## src/rtl/po2_pkg.sv

```systemverilog
// ---------------------------------------------------------------------------
// po2_pkg : shared types, Q-format constants and width helpers for the
//           power-of-two datapath.  Rev 1.0
// ---------------------------------------------------------------------------
`default_nettype none

package po2_pkg;

  localparam int PO2_W      = 16;
  localparam int PO2_I      = 4;
  localparam int PO2_PROD_W = 2 * PO2_W;
  localparam int PO2_PROD_I = 2 * PO2_I;

  typedef enum logic [1:0] {
    ACCUM  = 2'd0,
    BIAS   = 2'd1,
    CLIP   = 2'd2,
    OUTPUT = 2'd3
  } po2_state_e;

  function automatic int frac_bits(input int w, input int i);
    return w - i;
  endfunction

  function automatic int acc_width(input int w, input int k);
    return 2 * w + $clog2(k) + 1;
  endfunction

endpackage

`default_nettype wire

```

## src/rtl/po2_narrow.sv

```systemverilog
// ---------------------------------------------------------------------------
// po2_narrow : combinational arithmetic right shift of a wide signed value
//              followed by saturation to a W-bit signed result.  Rev 1.0
// ---------------------------------------------------------------------------
`default_nettype none

module po2_narrow
  import po2_pkg::*;
#(
  parameter int AW    = acc_width(PO2_W, 4),
  parameter int W     = PO2_W,
  parameter int SHIFT = frac_bits(PO2_W, PO2_I)
) (
  input  logic signed [AW-1:0] din,
  output logic signed [W-1:0]  data,
  output logic                 sat
);

  logic signed [AW-1:0] shifted;
  logic [AW-W:0]        hi;

  // The value fits in W bits only when every bit above the result's sign bit
  // replicates that sign bit.
  always_comb begin
    shifted = din >>> SHIFT;
    hi      = shifted[AW-1:W-1];
    data    = shifted[W-1:0];
    sat     = 1'b0;
    if (!(&hi) && (|hi)) begin
      sat  = 1'b1;
      data = shifted[AW-1] ? {1'b1, {(W-1){1'b0}}} : {1'b0, {(W-1){1'b1}}};
    end
  end

endmodule

`default_nettype wire

```

## src/rtl/po2_accumulate.sv

```systemverilog
// ---------------------------------------------------------------------------
// po2_accumulate : sums K double-width products, adds a per-frame bias,
//                  optionally rounds (PO2_ACC_ROUND_EN), saturates to Q(I).(W-I).
//                  Rev 1.0
// ---------------------------------------------------------------------------
`default_nettype none

module po2_accumulate
  import po2_pkg::*;
#(
  parameter int W  = 16,
  parameter int I  = 4,
  parameter int K  = 4,
  parameter int AW = acc_width(W, K)
) (
  input  logic                  clk,
  input  logic                  rst,
  input  logic signed [2*W-1:0] in_data,
  input  logic                  in_v,
  output logic                  in_ready,
  input  logic signed [W-1:0]   bias,
  output logic signed [W-1:0]   out_data,
  output logic                  out_v,
  input  logic                  out_ready,
  output logic                  out_sat
);

  localparam int FRAC = frac_bits(W, I);
  localparam int CW   = $clog2(K + 1);
  localparam logic [CW-1:0] LAST = CW'(K - 1);

  po2_state_e           state;
  logic signed [AW-1:0] acc;
  logic [CW-1:0]        cnt;
  logic signed [W-1:0]  bias_q;
  logic signed [AW-1:0] prod_ext;
  logic signed [AW-1:0] bias_ext;
  logic signed [AW-1:0] rnd;
  logic signed [W-1:0]  nar_data;
  logic                 nar_sat;
  logic                 accept;

  assign in_ready = (state == ACCUM) && !rst;
  assign accept   = in_v && in_ready;

  assign prod_ext = {{(AW-2*W){in_data[2*W-1]}}, in_data};
  // Bias is moved into the product's fractional alignment before extension.
  assign bias_ext = {{(AW-2*W+I){bias_q[W-1]}}, bias_q, {FRAC{1'b0}}};

`ifdef PO2_ACC_ROUND_EN
  assign rnd = AW'(1) << (FRAC - 1);
`else
  assign rnd = '0;
`endif

  po2_narrow #(
    .AW    (AW),
    .W     (W),
    .SHIFT (FRAC)
  ) u_narrow (
    .din  (acc),
    .data (nar_data),
    .sat  (nar_sat)
  );

  always_ff @(posedge clk or posedge rst) begin
    if (rst) begin
      state    <= ACCUM;
      acc      <= '0;
      cnt      <= '0;
      bias_q   <= '0;
      out_v    <= 1'b0;
      out_data <= '0;
      out_sat  <= 1'b0;
    end else begin
      case (state)
        ACCUM: begin
          if (accept) begin
            acc <= acc + prod_ext;
            cnt <= cnt + 1'b1;
            if (cnt == '0) bias_q <= bias;
            if (cnt == LAST) state <= BIAS;
          end
        end
        BIAS: begin
          acc   <= acc + bias_ext + rnd;
          state <= CLIP;
        end
        CLIP: begin
          out_data <= nar_data;
          out_sat  <= nar_sat;
          out_v    <= 1'b1;
          state    <= OUTPUT;
        end
        OUTPUT: begin
          if (out_ready) begin
            out_v <= 1'b0;
            acc   <= '0;
            cnt   <= '0;
            state <= ACCUM;
          end
        end
        default: state <= ACCUM;
      endcase
    end
  end

endmodule

`default_nettype wire

```

## config.mk

```make
export PLATFORM = sky130hd
export DESIGN_NAME = po2_accumulate
export DESIGN_NICKNAME = d
export VERILOG_FILES = /design/src/rtl/po2_pkg.sv /design/src/rtl/po2_narrow.sv /design/src/rtl/po2_accumulate.sv
export SDC_FILE = /design/constraint.sdc
export NUM_CORES = 1
export LEC_CHECK = 0
export ABC_CLOCK_PERIOD_IN_PS = 3750
export CORE_MARGIN = 10
export CORE_UTILIZATION = 58
export CTS_CLUSTER_SIZE = 10
export DETAILED_ROUTE_END_ITERATION = 12
export MAX_ROUTING_LAYER = met4
export PLACE_DENSITY = 0.94
export REMOVE_ABC_BUFFERS = 1
export SLEW_MARGIN = 30
export SYNTH_ARGS = -nofsm -noshare
export SYNTH_HDL_FRONTEND = slang
export SYNTH_SLANG_ARGS = --single-unit
```

## constraint.sdc

```tcl
create_clock -name clk -period 3.75 [get_ports clk]
set_input_delay 0.5625 -clock clk [delete_from_list [all_inputs] [get_ports clk]]
set_output_delay 0.5625 -clock clk [all_outputs]
set_load 0.1 [all_outputs]
```

Word level (Yosys, flattened, before mapping)

Cells that the tools add are included.

Equal/unequal tests: 7
Mux-type cells: 15
Reductions and logical operators: 17
Add/sub/neg operators: 3

Operators by type and width:

| operator                                                              | number |
|---|---|
| 35-bit case mux with 3 select lines                                   | 1 |
| 35-bit 2-to-1 mux                                                     | 2 |
| 35-bit by 28-bit adder with 35-bit output                             | 1 |
| 35-bit by 32-bit adder with 35-bit output                             | 1 |
| 16-bit 2-to-1 mux                                                     | 2 |
| 3-bit AND reduction                                                   | 4 |
| 2-bit case mux with 4 select lines                                    | 1 |
| 8-bit AND reduction                                                   | 1 |
| 8-bit OR reduction                                                    | 1 |
| 2-bit 2-to-1 mux                                                      | 3 |
| 3-bit 2-to-1 mux                                                      | 2 |
| 3-bit case mux with 2 select lines                                    | 1 |
| 2-bit equality test, second input constant                            | 2 |
| 2-bit inequality test, second input constant                          | 2 |
| 2-bit nonzero test                                                    | 2 |
| 3-bit by 1-bit adder with 3-bit output, second input constant         | 1 |
| 3-bit by 2-bit equality test with 1-bit output, second input constant | 1 |
| 1-bit logical AND                                                     | 3 |
| 3-bit zero test                                                       | 1 |
| 3-bit nonzero test                                                    | 1 |
| 2-bit by 1-bit equality test with 1-bit output, second input constant | 1 |
| 1-bit zero test                                                       | 2 |
| 2-bit zero test                                                       | 1 |
| 1-bit 2-to-1 mux                                                      | 2 |
| other kinds (3)                                                       | 3 |

Flip-flop bits (word level): 74
Word-level logic and storage cells: 49
Output and inout port bits: 19
Input bits: 52

Logic depth before layout (Yosys ltp)

Depth after elaboration: 5
Mapped depth: 11
Gate-level depth less buffers: 11

Hierarchy

Synthesis repeated with hierarchy kept, for this count alone.

Cells, all modules: 699
Area, all modules: 6278.5 um^2

Modules (own cells, without submodules):

| module         | cells each | area each (um^2) | instances | sequential area each (um^2) |
|---|---|---|---|---|
| po2_accumulate | 673        | 6045.8           | 1         | 1851.8 |
| po2_narrow     | 26         | 232.7            | 1         | 0.0 |

Worst setup path before layout

No wires, ideal clock.

Kind: input to register
From: input port rst
To: register acc[28]
Stages on the path: 7
Setup slack: 0.195 ns
Setup time: 0.151 ns
Buffers on the path: 2
Arrival time: 3.404 ns
Required time: 3.599 ns
Cells stage by stage: inv_1 nand2_1 a2bb2oi_1 nor2b_1 clkbuf_1 buf_1 a41oi_1

Longest elaborated chain between the ends: 5

Ends and longest elaborated chain:

| what                            | line                 | text |
|---|---|---|
| start: declaration              | po2_accumulate.sv:17 | `input logic rst,` |
| 1-bit zero test (no line)       | n/a                  |  |
| 1-bit logical AND               | po2_accumulate.sv:43 | `assign in_ready = (state == ACCUM) && !rst;` |
| 1-bit logical AND               | po2_accumulate.sv:44 | `assign accept = in_v && in_ready;` |
| 2-bit inequality test (no line) | n/a                  |  |
| 3-bit AND reduction (no line)   | n/a                  |  |
| end signal: assignment          | po2_accumulate.sv:79 | `acc <= acc + prod_ext;` |
| end signal: assignment          | po2_accumulate.sv:86 | `acc <= acc + bias_ext + rnd;` |
| end: declaration                | po2_accumulate.sv:33 | `logic signed [AW-1:0] acc;` |

Every way passes these cells.
A chain may end at the register's enable or synchronous reset.

Worst setup path after layout

From: register acc[15]
To: register acc[31]

Longest elaborated chain between the ends: 3
Elaborated cells on any way between the ends: 4
Those cells by class: add/sub: 2; mux: 2

Ends and longest elaborated chain:

| what                                      | line                 | text |
|---|---|---|
| 35-bit by 32-bit adder with 35-bit output | po2_accumulate.sv:79 |  |
| 35-bit 2-to-1 mux                         | po2_accumulate.sv:78 | `if (accept) begin` |
| 35-bit case mux with 3 select lines *     | po2_accumulate.sv:76 | `case (state)` |

Every way passes the cells marked *; elsewhere a longest branch is shown, timed or not. The select of a mux whose other input is x is not followed.

==> results.md <==
* Status: finished clean
* Total GRT Usage at about a quarter
* Postcts setup bufs at 0
* PortBufs at 70
* Hold path depth at 2
* WHS at between 0.5 and 0.6 ns
* TNS Setup at 0 ns
* Final setup skew at 0.0109 ns
* Critical Path RT at 4.01 ns
* Slowest-stage cell, CP: a2111oi_2
* CTS resizes at 0
* Most common cell after layout, fill and taps aside: a21oi_1
* DR pass1 iterations at 6
* Min cycle time layout at 3.41 ns
* Synth warn at 0
* Fin. max-slew vios at 0
* Max_cap viols at 0
* Worst Hold Class: flip-flop to flip-flop
* Final Core Density at 69.8%
* Top Ports at between 70 and 80
* WL final at between 15 and 20 mm
* CTS clk-pin slew, worst paths at 0.09 ns
* RSZ-0062 raised after global routing: false
* Largest net degree at the start of global routing at 75
* DRC Markers at 0
* Clk sinks at 74
* Post-Syn Area per Cell at roughly 8.5 µm²
* Post-synth top flop: dfrtp_1
* Via count of the routed design at ~6,000
* Setup WS pre-CTS at approximately 0.0028 ns
* Vias in the first global route at roughly 6,000
* Post-synthesis register bit count at 74
* Crit Path Max Fanout at 5
* Filler Cells Inserted at roughly 830
* Most frequent cells in the layout: 87 x a21oi_1, 74 x dfrtp_1, 71 x nor2_1
* Crit Path Class: flip-flop to flip-flop
* Fin crit share at between 90% and 100%
* Max Buffers Root-to-Sink at 2
* Later-pin clock latency in the skew report at slightly below 0.4 ns
* Fmax at 294 MHz
* Cell Area, Synth at 6180 µm²
* Share of layout cells above drive strength 1 at under 10%
* Worst path max stage delay at ~0.52 ns
* Endpoints failing setup at 0
* Seq/Total Area, Yosys at 29.9%
* Unique masters post-synth at ~60
* GRT overflow at 0
* Area grow syn2layout at 17.0%
* Die Ht at approximately 120 µm
* Crit path capture type: flip-flop
* Gate Count Post-Synth at around 730
* Crit start category: flip-flop
* Final hold vios at 0
* Worst rel slew slack at 32.8%
* Total Nets Final at around 900
* Antenna viol nets, final at 0
* Worst slew pin tran at 1.00 ns
* Placer Congestion at 0.983
* Hpwl dp at around 13 mm
* Initial antenna violation count at 0
* Die area at approximately 15,000 µm²
* Initial Util at between 50% and 60%
* Core area at 10,400 µm²
* CP cell instances: ha_1 > o21ai_0 > o21a_1 > o31a_1 > a2111oi_2 > o31ai_1 > a21boi_0 > mux2i_1 > o21ai_0 > a31oi_1
* Post-synth EDFFs at 0
* # H-tree levels at 3
* WL per Instance at ~19 µm
* # diodes at 0
* Asr flop ratio synth at between 90% and 100%
* Root buf cell: clkbuf_8
* Drt first-iter violations at about 510
* Post-CTS Hold Buffers at 0
* CTS tree: done
* Total clock buffers created by CTS at 9
* First-pass GRT wire length at 28.8 mm
* Die width at 123 µm
* Drt via density at around 6.4
* Crit path DAT at 3.66 ns
* CP most frequent cell: o21ai_0
* R2R depth at 10
* Row count at 37
* Fin worst setup slack at about 0.34 ns
[cells in the mapped netlist (3+ instances only)]
master    instances  area share (%)
or3_1             7            0.71
mux2_2           17             3.1
a221oi_1          9             1.3
nand2b_1          6            0.61
o21bai_1         12             1.5
nand2_1          61             3.7
nor3_1           14             1.1
dfrtp_1          74              30
a32oi_1           5            0.71
nand3_1          21             1.7
o31ai_1           8            0.97
a21oi_1          87             7.0
a22o_1            6            0.85
mux2i_1           6            0.97
o211ai_1          3            0.36
xor2_1           18             2.5
and3_1            8            0.81
or2_2             3            0.30
a211oi_1         11             1.3
clkbuf_1         26             1.6
nand4_1           8            0.81
o21a_1           13             1.6
o21ai_1           5            0.40
nor4_1            4            0.40
a21boi_0          5            0.61
xnor2_1          20             2.8
nor2_1           72             4.4
ha_1             63              13
a211oi_2          3            0.61
o221ai_1          3            0.42
a31oi_1           5            0.51
o21ai_0          40             3.2
a21o_1           21             2.5
inv_1            22             1.3
nor2b_1           7            0.71
[worst paths after layout]
kind / from / end / slack [ns]
min in group asynchronous: rst / acc[22] / 0.73
setup / recovery: acc[15] / acc[31] / 0.34
setup reg to reg: acc[15] / acc[31] / 0.34
max in group asynchronous: rst / acc[29] / 2.53
hold reg to reg: acc[0] / acc[0] / 0.50
hold / removal: acc[0] / acc[0] / 0.50
[worst max-delay path, delay by kind of cell (launching register included)]
family,cells,cell delay [ns]
AOI/OAI and AO/OA,8,2.32
adders and majority gates,1,0.37
DFF,1,0.44
muxes,1,0.15
[per-layer routing]
metal / vias up / wire (µm) / track usage [%]
met1: 2825 / 7420 / 29.3
met5: - / 0 / -
met2: 256 / 8370 / 38.8
met4: 0 / 449 / 9.97
met3: 42 / 1100 / 3.46
li1: 2835 / - / -
[stage by stage]
stage / area (µm²) / instances
2_1_floorplan: 6070 / 699
3_3_place_gp: 7030 / 916
3_5_place_dp: 7030 / 916
4_1_cts: 7230 / 932
5_1_grt: 7240 / 932
6_report: 7240 / 932
[state kept, by name (all words and copies together), names as in the netlist]
signal,cells
acc,35
bias_q,16
out_data,16
cnt,3
state,2
out_sat,1
out_v,1
[layout make-up]
cell class              count  area (µm²)  area share [%]
clock inverters             5        63.8           0.882
well taps                 136         170            2.35
repair buffers             81         785            10.8
flip-flops and latches     74        1850            25.6
multi-input cells         603        4140            57.3
inverters                  22        82.6            1.14
clock buffers              11         141            1.95
[cell families after synthesis]
| logic type | Yosys count | synth area share (%) |
|---|---|---|
| and+or+nand+nor | 217 | 16.0 |
| DFF | 74 | 29.9 |
| buffers and inverters | 51 | 3.12 |
| adders and majority gates | 65 | 13.4 |
| muxes | 23 | 4.07 |
| AOI/OAI and AO/OA | 260 | 28.1 |
| xor gates and xnor gates | 38 | 5.38 |
Power is left out: the tool's default activity adds up to more than one toggle a clock period on the data nets, which glitch-free logic cannot reach.
